--- src/rtl/bin_to_bcd_seq_if.sv ---
// Start/busy/done handshake and result bus of the sequential binary-to-BCD converter.
interface bin_to_bcd_seq_if #(
  parameter int unsigned W      = 10,
  parameter int unsigned DIGITS = 4
);
  logic                  start;
  logic [W-1:0]          bin_in;
  logic                  busy;
  logic                  done;
  logic                  ovf;
  logic [4*DIGITS-1:0]   bcd_out;
  logic [7*DIGITS-1:0]   seg_out;

  // Requester side: issues operands, watches the result.
  modport master (
    output start, bin_in,
    input  busy, done, ovf, bcd_out, seg_out
  );

  // Converter side.
  modport slave (
    input  start, bin_in,
    output busy, done, ovf, bcd_out, seg_out
  );
endinterface

--- src/rtl/bin_to_bcd_seq.sv ---
// Sequential double-dabble binary-to-BCD converter, one input bit per clock,
// with registered active-low 7-segment codes and optional leading-zero blanking.
module bin_to_bcd_seq #(
  parameter int unsigned W      = 10,
  parameter int unsigned DIGITS = 4,
  parameter bit          BLANK  = 1'b1
) (
  input logic             clk,
  input logic             rst,
  bin_to_bcd_seq_if.slave bus
);

  localparam int unsigned SW = 4 * DIGITS;
  localparam int unsigned GW = 7 * DIGITS;
  localparam int unsigned CW = $clog2(W + 1);

  typedef enum logic {IDLE, SHIFT} state_t;

  state_t          state_q, state_d;
  logic [W-1:0]    bin_q, bin_d;
  logic [SW-1:0]   scr_q, scr_d;
  logic            ovs_q, ovs_d;
  logic [CW-1:0]   cnt_q, cnt_d;
  logic            busy_q, busy_d;
  logic            done_q, done_d;
  logic            ovf_q, ovf_d;
  logic [SW-1:0]   bcd_q, bcd_d;
  logic [GW-1:0]   seg_q, seg_d;
  logic [SW-1:0]   adj_c;
  logic [SW-1:0]   shf_c;

  // Active-low glyph {g,f,e,d,c,b,a}; non-decimal codes go dark.
  function automatic logic [6:0] glyph(input logic [3:0] d);
    logic [6:0] g;
    case (d)
      4'd0:    g = 7'h40;
      4'd1:    g = 7'h79;
      4'd2:    g = 7'h24;
      4'd3:    g = 7'h30;
      4'd4:    g = 7'h19;
      4'd5:    g = 7'h12;
      4'd6:    g = 7'h02;
      4'd7:    g = 7'h78;
      4'd8:    g = 7'h00;
      4'd9:    g = 7'h10;
      default: g = 7'h7F;
    endcase
    return g;
  endfunction

  // Encode all digits, blanking leading zeros from the top; units always shown.
  function automatic logic [GW-1:0] encode(input logic [SW-1:0] v);
    logic [GW-1:0] r;
    logic          lead;
    logic [3:0]    d;
    int            j;
    r    = '1;
    lead = BLANK;
    for (int i = 0; i < int'(DIGITS); i++) begin
      j = int'(DIGITS) - 1 - i;
      d = v[4*j +: 4];
      if (lead && (d == 4'd0) && (j != 0)) begin
        r[7*j +: 7] = 7'h7F;
      end else begin
        r[7*j +: 7] = glyph(d);
        lead        = 1'b0;
      end
    end
    return r;
  endfunction

  // Add-3 correction on every digit >= 5, then shift the next binary bit in.
  always_comb begin
    adj_c = scr_q;
    for (int i = 0; i < int'(DIGITS); i++) begin
      if (scr_q[4*i +: 4] >= 4'd5) begin
        adj_c[4*i +: 4] = scr_q[4*i +: 4] + 4'd3;
      end
    end
    shf_c = {adj_c[SW-2:0], bin_q[W-1]};
  end

  // Next-state and next-output logic.
  always_comb begin
    state_d = state_q;
    bin_d   = bin_q;
    scr_d   = scr_q;
    ovs_d   = ovs_q;
    cnt_d   = cnt_q;
    busy_d  = busy_q;
    done_d  = 1'b0;
    ovf_d   = ovf_q;
    bcd_d   = bcd_q;
    seg_d   = seg_q;
    case (state_q)
      IDLE: begin
        if (bus.start) begin
          bin_d   = bus.bin_in;
          scr_d   = '0;
          ovs_d   = 1'b0;
          cnt_d   = CW'(W);
          busy_d  = 1'b1;
          state_d = SHIFT;
        end
      end
      SHIFT: begin
        scr_d = shf_c;
        bin_d = {bin_q[W-2:0], 1'b0};
        ovs_d = ovs_q | adj_c[SW-1];
        cnt_d = cnt_q - CW'(1);
        if (cnt_q == CW'(1)) begin
          bcd_d   = shf_c;
          seg_d   = encode(shf_c);
          ovf_d   = ovs_q | adj_c[SW-1];
          done_d  = 1'b1;
          busy_d  = 1'b0;
          state_d = IDLE;
        end
      end
      default: state_d = IDLE;
    endcase
  end

  // State and output registers with synchronous reset.
  always_ff @(posedge clk) begin
    if (rst) begin
      state_q <= IDLE;
      bin_q   <= '0;
      scr_q   <= '0;
      ovs_q   <= 1'b0;
      cnt_q   <= '0;
      busy_q  <= 1'b0;
      done_q  <= 1'b0;
      ovf_q   <= 1'b0;
      bcd_q   <= '0;
      seg_q   <= '1;
    end else begin
      state_q <= state_d;
      bin_q   <= bin_d;
      scr_q   <= scr_d;
      ovs_q   <= ovs_d;
      cnt_q   <= cnt_d;
      busy_q  <= busy_d;
      done_q  <= done_d;
      ovf_q   <= ovf_d;
      bcd_q   <= bcd_d;
      seg_q   <= seg_d;
    end
  end

  assign bus.busy    = busy_q;
  assign bus.done    = done_q;
  assign bus.ovf     = ovf_q;
  assign bus.bcd_out = bcd_q;
  assign bus.seg_out = seg_q;

endmodule

--- src/flat_wrapper.sv ---
// flat-port wrapper written by rule: the top's interface ports become plain ports
module bin_to_bcd_seq_flat 
#(
  parameter int unsigned W      = 10,
  parameter int unsigned DIGITS = 4,
  parameter bit          BLANK  = 1'b1
)
  (clk, rst, bus_start, bus_bin_in, bus_busy, bus_done, bus_ovf, bus_bcd_out, bus_seg_out);
  bin_to_bcd_seq_if #(.W(W), .DIGITS(DIGITS)) bus_i ();
  input logic clk;
  input logic rst;
  input wire logic [$bits(bus_i.start)-1:0] bus_start;
  input wire logic [$bits(bus_i.bin_in)-1:0] bus_bin_in;
  output wire logic [$bits(bus_i.busy)-1:0] bus_busy;
  output wire logic [$bits(bus_i.done)-1:0] bus_done;
  output wire logic [$bits(bus_i.ovf)-1:0] bus_ovf;
  output wire logic [$bits(bus_i.bcd_out)-1:0] bus_bcd_out;
  output wire logic [$bits(bus_i.seg_out)-1:0] bus_seg_out;
  assign bus_i.start = bus_start;
  assign bus_i.bin_in = bus_bin_in;
  assign bus_busy = bus_i.busy;
  assign bus_done = bus_i.done;
  assign bus_ovf = bus_i.ovf;
  assign bus_bcd_out = bus_i.bcd_out;
  assign bus_seg_out = bus_i.seg_out;
  bin_to_bcd_seq #(.W(W), .DIGITS(DIGITS), .BLANK(BLANK)) u_core (.clk(clk), .rst(rst), .bus(bus_i));
endmodule
--- config.mk ---
export PLATFORM = sky130hd
export DESIGN_NAME = bin_to_bcd_seq_flat
export DESIGN_NICKNAME = d
export VERILOG_FILES = /design/src/rtl/bin_to_bcd_seq_if.sv /design/src/rtl/bin_to_bcd_seq.sv /design/src/flat_wrapper.sv
export SDC_FILE = /design/constraint.sdc
export NUM_CORES = 1
export LEC_CHECK = 0
export CAP_MARGIN = 10
export CORE_ASPECT_RATIO = 1.4
export CORE_MARGIN = 5
export CORE_UTILIZATION = 55
export CTS_CLUSTER_DIAMETER = 200
export DETAILED_ROUTE_END_ITERATION = 6
export PLACE_DENSITY = 0.85
export SETUP_SLACK_MARGIN = 0.1
export SLEW_MARGIN = 5
export SYNTH_ARGS = -nofsm -noshare
export SYNTH_HDL_FRONTEND = slang
export SYNTH_SLANG_ARGS = --single-unit
--- constraint.sdc ---
create_clock -name clk -period 3.3 [get_ports clk]
set_input_delay 0.66 -clock clk [delete_from_list [all_inputs] [get_ports clk]]
set_output_delay 0.66 -clock clk [all_outputs]
set_load 0.03 [all_outputs]
==> impl_metrics.csv <==
group,metric,value,unit
final_layout,regArea,0.00158,mm²
cts,path_clk_slew,0.09,ns
synthesis,synthesis.area_per_instance,8.22,µm²
synthesis,synth_edf_count,0,
floorplan,placeableCoreArea,0.00765,mm²
timing,slew_headroom,63.9,%
place,dpl_cell_area,0.00490,mm²
pwr,report.power.total,1.94,mW
place,preCtsSetupSlack,0.548,ns
cts,tritoncts,"yes",
final_layout,fill_cells,641,
final_layout,insertedDiodeCount,0,
timing,finalHoldViolCount,0,
final_layout,areaGrowthSynthToFinish,19.8,%
grt,grt_pass1_wl,18100,µm
timing,final.setup.tns,0,ns
floorplan,die-height,114,µm
timing,report.final.setup_viol,0,
grt,globalRouteTotalUtil,22.8,%
synthesis,synth_most_common_cell,"sky130_fd_sc_hd__dfxtp_1",
final_layout,post_route_cells_drive_above_1_share,8.23,%
synthesis,synth_cells,520,
pwr,pwr_density_cell,379,mW/mm²
worst_setup_path,timing.critical_path.arrival,3.10,ns
cts,cts-buffers-inserted,9,
synthesis,yosys.cell_types.count,67,
route,routed_via_density,6.01,
place,finalWeightedCongestion,0.922,
cts,cts-root-to-sink-buffers,2,
pwr,ir_worst_vdd,0.294,mV
pwr,leakage,1.89,nW
worst_setup_path,cp-start-kind,"flip-flop",
floorplan,placementRows,38,
grt,grt_start_max_net_pins,51,
synthesis,post_synth_adder_cell_area,7.90,%
timing,fmax,356,MHz
final_layout,finalInstanceArea,0.00512,mm²
synthesis,synth_xor_area_share,0,%
synthesis,synth_top_area_share,37.0,%
worst_setup_path,worst_path_required_time,3.59,ns
place,hpwl,7840,µm
route,drtAntennaViolNets,0,
worst_setup_path,critical_path.max_fanout,7,
route,detailedRoute.firstPassIterationCount,7,
cts,cts.htree.levels,3,
floorplan,dieArea,0.00966,mm²
synthesis,yosys-top-cells-area,"sky130_fd_sc_hd__dfxtp_1 (37%), sky130_fd_sc_hd__ha_1 (7.9%), sky130_fd_sc_hd__nor2_1 (6.1%)",
cts,post_cts_hold_buffer_count,0,
synthesis,synth_top_family_by_area,"compound AO/OA/AOI/OAI gates",
cts,worstSkewPairLatency,0.38,ns
floorplan,start_util,55.9,%
cts,cts_resized,0,
route,num_vias,4030,
final_layout,finish.net_count,606,
place,port_buffers,59,
final_layout,multiInputGateArea,0.00246,mm²
timing,rsz0062_at_grt,"no",
timing,clock_skew,0.0120,ns
cts,cts_post_setup_buffers_inserted,0,
synthesis,yosys.area.top_type,"sky130_fd_sc_hd__dfxtp_1",
synthesis,post_synth_and_or_nand_nor_area_fraction,20.5,%
synthesis,synth_net_count,560,
worst_setup_path,endpoint_kind,"flip-flop",
route,drc,0,
synthesis,post_synth_most_frequent_cells,"sky130_fd_sc_hd__dfxtp_1 (79), sky130_fd_sc_hd__nor2_1 (70), sky130_fd_sc_hd__a21oi_1 (51)",
synthesis,synth_compound_gate_area_share,25.8,%
synthesis,ys_seq_elements,79,
job,cap_violations,0,
route,wirelength,10800,µm
route,routed_wire_length_per_instance,16.1,µm
timing,layout_min_cycle_time,2.81,ns
timing,final_critical_path_share_of_the_clock_period,85.0,%
synthesis,syn_area,0.00428,mm²
timing,final_critical_path_setup_slack,0.494,ns
run_status,run_status,"complete, no violations",
worst_setup_path,critical_path_class,"reg -> reg",
route,drt_iter0_markers,423,
synthesis,ys_warn_count,0,
synthesis,async_flop_share,0,%
grt,grt_antenna_before_repair,0,
synthesis,synth_seq_area_share,37.0,%
synthesis,muxShareOfSynthArea,3.39,%
hold_path,hold_path.class,"reg -> reg",
cts,root_buffer,"sky130_fd_sc_hd__clkbuf_8",
grt,grt_overflow_total,0,
synthesis,postSynth.topFlopCell,"sky130_fd_sc_hd__dfxtp_1",
cts,numClockSinks,79,
floorplan,ios,60,
timing,timing_max_transition_violations_final,0,
grt,first_global_vias,3924,
floorplan,die_x,84.5,µm
timing,worstMarginPinSlew,0.542,ns
cells by family after synthesis:
group / after synthesis
buffers and inverters: 55
muxes: 14
and+or+nand+nor: 184
DFF: 79
AOI/OAI and AO/OA: 161
adders and majority gates: 27
worst max-delay path: stages, from the launching register on:
cell and delay (ns):
sky130_fd_sc_hd__dfxtp_1 0.44, sky130_fd_sc_hd__inv_1 0.10, sky130_fd_sc_hd__ha_1 0.20, sky130_fd_sc_hd__nand2b_2 0.22
sky130_fd_sc_hd__a211oi_1 0.46, sky130_fd_sc_hd__nor2_1 0.19, sky130_fd_sc_hd__inv_1 0.15, sky130_fd_sc_hd__ha_1 0.19
sky130_fd_sc_hd__nand2_1 0.10, sky130_fd_sc_hd__nor3_1 0.25, sky130_fd_sc_hd__a31oi_2 0.22, sky130_fd_sc_hd__o22ai_1 0.20
sequential cells by signal, indices dropped and copies added (netlist names):
signal / count
u_core.bus.seg_out: 28
u_core.bus.bcd_out: 16
u_core.scr_q: 16
u_core.bin_q: 10
u_core.cnt_q: 4
u_core.bus.busy: 1
u_core.bus.done: 1
u_core.bus.ovf: 1
u_core.ovs_q: 1
u_core.state_q: 1
per-layer routing:
layer	routed length [µm]	up-vias	track usage (%)	part of all wire (%)
met5	0	-	0	0
met4	376	0	11.7	3.5
li1	-	1962	-	-
met3	748	42	6.19	6.9
met1	4200	1860	24.3	39
met2	5510	166	41.0	51
cell usage in the layout, fill, tap and decap left out, types with 3 or more instances in the layout:
cell and instances:
sky130_fd_sc_hd__a211oi_1 13, sky130_fd_sc_hd__a31oi_1 21, sky130_fd_sc_hd__o22ai_1 4, sky130_fd_sc_hd__o211ai_1 6
sky130_fd_sc_hd__dfxtp_1 79, sky130_fd_sc_hd__clkinvlp_4 3, sky130_fd_sc_hd__mux2i_1 12, sky130_fd_sc_hd__nor2_1 70
sky130_fd_sc_hd__nor2b_1 4, sky130_fd_sc_hd__o31ai_1 3, sky130_fd_sc_hd__clkbuf_8 9, sky130_fd_sc_hd__inv_1 20
sky130_fd_sc_hd__and2_1 9, sky130_fd_sc_hd__a211o_1 3, sky130_fd_sc_hd__a211oi_2 3, sky130_fd_sc_hd__nor3_1 27
sky130_fd_sc_hd__nand3_1 5, sky130_fd_sc_hd__o21a_1 3, sky130_fd_sc_hd__o21ai_0 14, sky130_fd_sc_hd__ha_1 27
sky130_fd_sc_hd__nand2b_1 8, sky130_fd_sc_hd__a21oi_1 51, sky130_fd_sc_hd__buf_4 8, sky130_fd_sc_hd__nand2_1 34
sky130_fd_sc_hd__a221o_1 5, sky130_fd_sc_hd__and3_1 5, sky130_fd_sc_hd__clkdlybuf4s50_1 58, sky130_fd_sc_hd__o22a_1 7
sky130_fd_sc_hd__or3_1 4
per-stage QoR:
step | hold slack (ns) | utilization (%) | std cells
final | 0.462 | 66.9 | 671
after global routing | 0.488 | 66.9 | 671
after CTS | 0.464 | 66.9 | 671
after detailed placement | 0.452 | 64.0 | 655
after global placement | 0.442 | 64.0 | 655
after floorplan | 0.454 | - | 520
worst paths after layout:
kind                                       startpoint                                   to  slack (ns)  cells after the start
hold / removal    u_core.bus.bcd_out[10]$_SDFFE_PP0P_  u_core.bus.bcd_out[10]$_SDFFE_PP0P_        0.46                      2
hold reg to reg   u_core.bus.bcd_out[10]$_SDFFE_PP0P_  u_core.bus.bcd_out[10]$_SDFFE_PP0P_        0.46                      2
setup reg to reg         u_core.scr_q[9]$_SDFFE_PP0P_  u_core.bus.seg_out[13]$_SDFFE_PP1P_        0.49                     11
setup / recovery         u_core.scr_q[9]$_SDFFE_PP0P_  u_core.bus.seg_out[13]$_SDFFE_PP1P_        0.49                     11
report_power, final:
group	internal, mW	total, mW	leakage [nW]	switching, mW
combinational	0.0579	0.149	1.15	0.0908
clock	0.426	0.806	0.102	0.380
sequential	0.972	0.987	0.641	0.0148
cell type report:
cell class	count	share of cell area, %
timing repair buffer	67	12.6
clock inverter	7	1.88
inverter	23	1.71
clock buffer	9	2.42
multi-input combinational	386	48.1
sequential	79	30.9
tap	100	2.44
No activity file was read; power rests on OpenSTA's default activity.
